File: config.mk
export PLATFORM = sky130hd
export DESIGN_NAME = icache_fetch
export DESIGN_NICKNAME = d
export VERILOG_FILES = /design/src/rtl/icache_fetch.sv
export SDC_FILE = /design/constraint.sdc
export NUM_CORES = 1
export LEC_CHECK = 0
export CAP_MARGIN = 20
export CORE_MARGIN = 3
export CORE_UTILIZATION = 50
export CTS_CLUSTER_SIZE = 8
export DETAILED_ROUTE_END_ITERATION = 16
export DONT_BUFFER_PORTS = 1
export PLACE_DENSITY_LB_ADDON = 0.05
export SLEW_MARGIN = 30
export SYNTH_ARGS = -nofsm -noshare
export SYNTH_HDL_FRONTEND = slang
export SYNTH_SLANG_ARGS = --single-unit
export TNS_END_PERCENT = 50
File: constraint.sdc
create_clock -name CLK -period 41 [get_ports CLK]
set_input_delay 8.2 -clock CLK [delete_from_list [all_inputs] [get_ports CLK]]
set_output_delay 8.2 -clock CLK [all_outputs]
set_load 0.005 [all_outputs]
File: src/rtl/icache_fetch.sv
// rtl/icache_fetch.sv - Direct-mapped read-only instruction cache between pc and instruction memory
//
// Ports:
//   CLK           clock, all state changes on posedge
//   RESET         synchronous active-high reset
//   PC            fetch byte address
//   INSTRUCTION   fetched word (0 while stalled or in reset)
//   BUSYWAIT      1 = instruction not ready, CPU stalls
//   mem_read      block read request to instruction memory
//   mem_address   block address {tag,index} (0 when mem_read=0)
//   mem_readdata  128-bit refill block, word w at bits [32w+31:32w]
//   mem_busywait  1 = memory still busy with the current read
module icache_fetch #(
    parameter int ADDR_BITS  = 10,
    parameter int INDEX_BITS = 3
) (
    input  logic                 CLK,
    input  logic                 RESET,
    input  logic [31:0]          PC,
    output logic [31:0]          INSTRUCTION,
    output logic                 BUSYWAIT,
    output logic                 mem_read,
    output logic [ADDR_BITS-5:0] mem_address,
    input  logic [127:0]         mem_readdata,
    input  logic                 mem_busywait
);

    localparam int TAG_BITS = ADDR_BITS - 4 - INDEX_BITS;
    localparam int MB       = ADDR_BITS - 4;
    localparam int LINES    = 1 << INDEX_BITS;

    typedef enum logic [1:0] {
        IDLE     = 2'd0,
        MEM_READ = 2'd1,
        UPDATE   = 2'd2
    } state_t;

    state_t state, next_state;

    logic [1:0]            word;
    logic [INDEX_BITS-1:0] index;
    logic [TAG_BITS-1:0]   tag;
    logic                  hit;

    // High PC bits alias and the byte offset is irrelevant for word fetches.
    logic unused_pc;
    assign unused_pc = ^{PC[31:ADDR_BITS], PC[1:0]};

    assign word  = PC[3:2];
    assign index = PC[3+INDEX_BITS:4];
    assign tag   = PC[ADDR_BITS-1:4+INDEX_BITS];

    logic [LINES-1:0]    valid;
    logic [TAG_BITS-1:0] tag_array  [LINES];
    logic [127:0]        data_array [LINES];

    // Block address captured on a miss; the refill uses it even if PC moves.
    logic [MB-1:0]         lat_addr;
    logic [INDEX_BITS-1:0] lat_index;
    logic [TAG_BITS-1:0]   lat_tag;

    assign lat_index = lat_addr[INDEX_BITS-1:0];
    assign lat_tag   = lat_addr[MB-1:INDEX_BITS];

    assign hit = valid[index] && (tag_array[index] == tag);

    always_ff @(posedge CLK) begin
        if (RESET) begin
            state    <= IDLE;
            valid    <= '0;
            lat_addr <= '0;
        end else begin
            state <= next_state;
            if (state == IDLE && !hit) begin
                lat_addr <= {tag, index};
            end
            if (state == UPDATE) begin
                valid[lat_index] <= 1'b1;
            end
        end
    end

    // Tag and data storage need no reset; valid bits alone qualify them.
    always_ff @(posedge CLK) begin
        if (!RESET && state == UPDATE) begin
            tag_array[lat_index]  <= lat_tag;
            data_array[lat_index] <= mem_readdata;
        end
    end

    always_comb begin
        next_state  = state;
        BUSYWAIT    = 1'b0;
        mem_read    = 1'b0;
        mem_address = '0;
        INSTRUCTION = 32'h0;
        case (state)
            IDLE: begin
                if (hit) begin
                    INSTRUCTION = data_array[index][{word, 5'b0} +: 32];
                end else begin
                    BUSYWAIT   = 1'b1;
                    next_state = MEM_READ;
                end
            end
            MEM_READ: begin
                mem_read    = 1'b1;
                mem_address = lat_addr;
                BUSYWAIT    = 1'b1;
                if (!mem_busywait) begin
                    next_state = UPDATE;
                end
            end
            UPDATE: begin
                BUSYWAIT   = 1'b1;
                next_state = IDLE;
            end
            default: begin
                next_state = IDLE;
            end
        endcase
        // Reset silences every output and abandons any in-flight read.
        if (RESET) begin
            BUSYWAIT    = 1'b0;
            mem_read    = 1'b0;
            mem_address = '0;
            INSTRUCTION = 32'h0;
        end
    end

endmodule

==> results.md <==
- Port buffering added 0 buffers.
- In this run the worst hold path is classified as reg -> reg.
- The worst endpoint required time is roughly 33 ns.
- The static leakage is 14.4 nW.
- For the pin with the worst max-slew slack, the measured transition is slightly below 1 ns.
- Net switching is 19.5% of the power.
- The post-layout net count is ~1900.
- The critical path class is in -> out.
- The multiplexer share of the synthesized area is 19.3%.
- For this run, the number of standard cells in the final layout without fillers is around 2800.
- In the final layout, the share of cells above drive strength 1 is 30.1%.
- The post-synthesis compound-gate area fraction is 0.308%.
- The critical path goes through mux2i_1 > mux4_2 > xnor2_1 > nor2_1 > nand4_2 > buf_4 > nor2_1.
- Summed over its instances, the top area cell type makes up 77.5% of the synthesized netlist area.
- The count of nets left with antenna violations after detail routing is 0.
- The timing startpoint of the critical path is PC[4].
- The final design utilization is 57.7%.
- The via count is between 15000 and 20000.
- For this configuration, the core starts out at a cell density of between 50% and 60%.
- The area of the die is 0.0847 mm^2.
- In this run the cell area measured after placement is 0.0418 mm^2.
- After detailed routing, the total wire length is between 80000 and 90000 um.
- At the end of routability-driven placement, the weighted congestion stood at 0.717.
- The average instance area after synthesis is 25.0 um^2.
- In this run, synthesis produced a sequential element count of between 1000 and 1500.
- Row generation in the floorplan step produced 103 rows.
- For this design, the sink count on the clock tree is 1064.
- The share of total power dissipated in combinational logic is 2.9%.
- STA classifies the critical path endpoint as a primary output.
- The sequential cell area fraction in the yosys report is 78.3%.
- The total negative slack for setup checks is 0 ns.
- The antenna diode count is 0.
- The worst-case IR drop observed on VDD is 0.0326 mV.
- The number of distinct standard cells referenced by the synthesized netlist is 33.
- The startpoint of the most critical hold path is valid[3]$_SDFFE_PP0N_.
- The final routed wire length divided by cell count is around 30 um.
- The initial antenna violation count is 0.
- The hold violation total from the final report came to 0.
- The final number of setup-violating endpoints is 0.
- The number of buffers created by CTS is 150.
- Across the routed clock network, the largest skew measured is about 0.025 ns.
- The simple-gate portion of the synthesized area is less than 1%.
- The worst register-to-register path begins at state[0]$_SDFFE_PP0P_.
- Global routing finished with a remaining overflow of 0.
- The die is 291 um wide.
- From bottom edge to top edge, the die measures 291 um.
- The worst path needs 19.09 ns of the cycle, external delays included.
- The post-detailed-route DRC marker count is 0.
- Of all nets on the critical path, the largest fanout is between 200 and 300.
- The synthesized design spends more area on one cell type than any other, namely edfxtp_1.
- The worst relative slew slack is 34.6%.
- The synthesized netlist net count is between 1500 and 2000.
- The delay of the slowest cell on the worst path is 0.55 ns.
- At the placement stage, the worst setup path has a slack of 22.08 ns.
- The via count of the first global-routing pass is between 15000 and 20000.
- Clock latency on the worst-skew pair, taken at its later pin, is 0.71 ns.
- Sequential cells burn 51.2% of the power.
- The total of warnings raised by yosys is 0.
- The number of DRC markers after the initial detailed-route iteration is roughly 1100.
- The count of pins on the block boundary is 203.
- The internal portion of the total power is approximately 0.0019 W.
- The kind of start point of the critical path is an input pin.
- The wire length of the first global-routing pass is 125000 um.
- Summing the areas of all xor and xnor instances in the mapped netlist gives less than 1% of the synthesized area.
- The clock network power share is 45.8%.
- The number of iterations in the first detailed-routing pass is 5.
- Detailed placement finished with a half-perimeter wire length of roughly 41000 um.
- The placeable core region is 0.0796 mm^2.
- The cell count after synthesis is 1626.
- The finished cells cover 0.0460 mm^2.
- The area overhead of the layout relative to synthesis is 13.3%.
- The count of maximum capacitance violations is 0.
- The max-slew violation total from the final report is 0.
- The H-tree was split into 4 levels.
- The arrival time of the worst setup path is 10.89 ns.
- The pin count of the biggest net entering global routing is 271.
- For this run, the total global-route usage over all layers was measured as a little over 20%.
- The worst path uses 46.6% of the clock period.
- The number of buffers added for setup after CTS is 0.
- In this run the clock root is driven by a clkbuf_16.
- Based on the critical path, the design can be clocked at up to 52.4 MHz.
- The run finished with clean final reports.
- In this run the power density over the cells is 51.6 mW/mm^2.
- Setup repair after global routing left no endpoint under its margin.
- The clock tree from TritonCTS is built.
- The cell area that synthesis handed to floorplanning was 0.0406 mm^2.
- After clock tree synthesis, the clock-pin slew on the worst setup and hold paths is 0.05 ns.
- For this design, the slowest cell found on the critical path is nand4_2.
- The clock passes through at most 3 buffers.
- The adder-cell share of the synthesized area is 0.185%.
- Across all setup checks in the final design, the least slack found is 21.91 ns.
- The most frequent cell on the critical path is nor2_1.
- The number of gates resized after CTS is 0.
- Hold repair after CTS inserted 0 buffers.
- The via-per-instance ratio is 6.14.
- Counting tap cells, the placed design contains a total of 2613 instances.
- Ranked by total cell area, the synthesized netlist is headed by edfxtp_1, mux4_2, mux2i_1.
- After synthesis, the largest family of logic cells by area is multiplexers.
- The net switching power of the design is between 0.0004 and 0.0005 W.
==> area by class of cell <==
type / instances / area (um^2)
clock buffer: 165 / 3810
multi-input combinational: 475 / 8430
sequential: 1064 / 31800
tap: 1050 / 1310
timing repair buffer: 23 / 332
fill: 5676 / 33600
clock inverter: 15 / 303
inverter: 3 / 11.3
==> cell usage after synthesis <==
cell / n
and2_1: 6
nor2_1: 39
dfxtp_1: 16
nor4_1: 3
a21boi_4: 1
clkbuf_1: 18
nand3_1: 1
mux4_2: 324
a2111oi_0: 1
mux2i_1: 49
xnor2_1: 1
o22ai_1: 1
buf_4: 3
a32oi_2: 1
xor2_1: 1
nand2b_1: 2
o31ai_1: 1
o21a_1: 1
buf_6: 4
nand2_1: 19
and3b_1: 1
buf_2: 47
nor3_1: 2
edfxtp_1: 1048
buf_1: 12
inv_1: 2
clkinv_1: 1
nor3b_1: 1
ha_1: 6
nand4_2: 1
mux2_2: 3
a21o_1: 8
nor2b_1: 2
==> critical path, delay by kind of cell <==
kind	cells	cell delay [ns]
xor gates and xnor gates	1	0.15
buffers and inverters	1	0.47
muxes	2	0.72
and+or+nand+nor	3	1.18
==> placed cells by master (no fill, tap or decap), types with 2 or more instances in the layout <==
cell type | synthesis | layout
mux2i_1 | 49 | 49
nor4_2 | 0 | 2
clkinv_8 | 0 | 4
buf_4 | 3 | 12
nand2b_1 | 2 | 2
nor2_1 | 39 | 35
nor3_2 | 0 | 2
mux4_2 | 324 | 324
and2_1 | 6 | 6
inv_16 | 0 | 5
dfxtp_1 | 16 | 16
ha_1 | 6 | 6
clkinv_16 | 0 | 4
inv_6 | 0 | 2
buf_12 | 0 | 6
nand2_1 | 19 | 19
clkbuf_1 | 18 | 15
nor2b_1 | 2 | 2
edfxtp_1 | 1048 | 1048
clkbuf_16 | 0 | 150
nor2_4 | 0 | 4
mux2_2 | 3 | 3
inv_1 | 2 | 2
a21o_1 | 8 | 8
buf_16 | 0 | 4
==> state kept, by name, indices dropped and copies added (netlist names) <==
register    flops
tag_array      24
valid           8
state           2
lat_addr        6
data_array   1024
==> power groups by stage <==
stage          Clock [W]  Sequential (W)  Combinational (W)
5_1_grt          0.00116         0.00121          0.0000732
4_1_cts          0.00112         0.00122          0.0000710
6_report         0.00109         0.00122          0.0000692
3_5_place_dp           0         0.00124          0.0000708
3_3_place_gp           0         0.00123          0.0000702
2_1_floorplan          0         0.00124          0.0000680
==> cell families (layout without fill, tap and decap cells) <==
group,after synthesis,in the layout
xor gates and xnor gates,2,2
DFF,1064,1064
AOI/OAI and AO/OA,14,14
muxes,376,376
adders and majority gates,6,6
and+or+nand+nor,77,77
buffers and inverters,87,206
==> worst paths after layout <==
kind	to	slack [ns]	depth (start not counted)
max	INSTRUCTION[12]	21.91	7
min	valid[3]$_SDFFE_PP0N_	0.45	1
max reg2reg	data_array[7][94]$_DFFE_PP_	37.26	7
min reg2reg	valid[3]$_SDFFE_PP0N_	0.45	1
==> metal layers <==
layer	wire length [um]	global-route usage, %	vias up
li1	-	-	7168
met1	31800	25.0	9342
met2	44000	34.8	523
met3	5790	6.00	142
met4	2110	6.68	0
met5	0	0	-
==> per-stage QoR <==
| step | hold slack [ns] | power, W |
|---|---|---|
| 4_1_cts | 0.448 | 0.00240 |
| 6_report | 0.447 | 0.00237 |
| 3_5_place_dp | 0.436 | 0.00131 |
| 5_1_grt | 0.459 | 0.00245 |
| 3_3_place_gp | 0.427 | 0.00130 |
| 2_1_floorplan | 0.421 | 0.00131 |
Power figures use the tool's default switching activity.
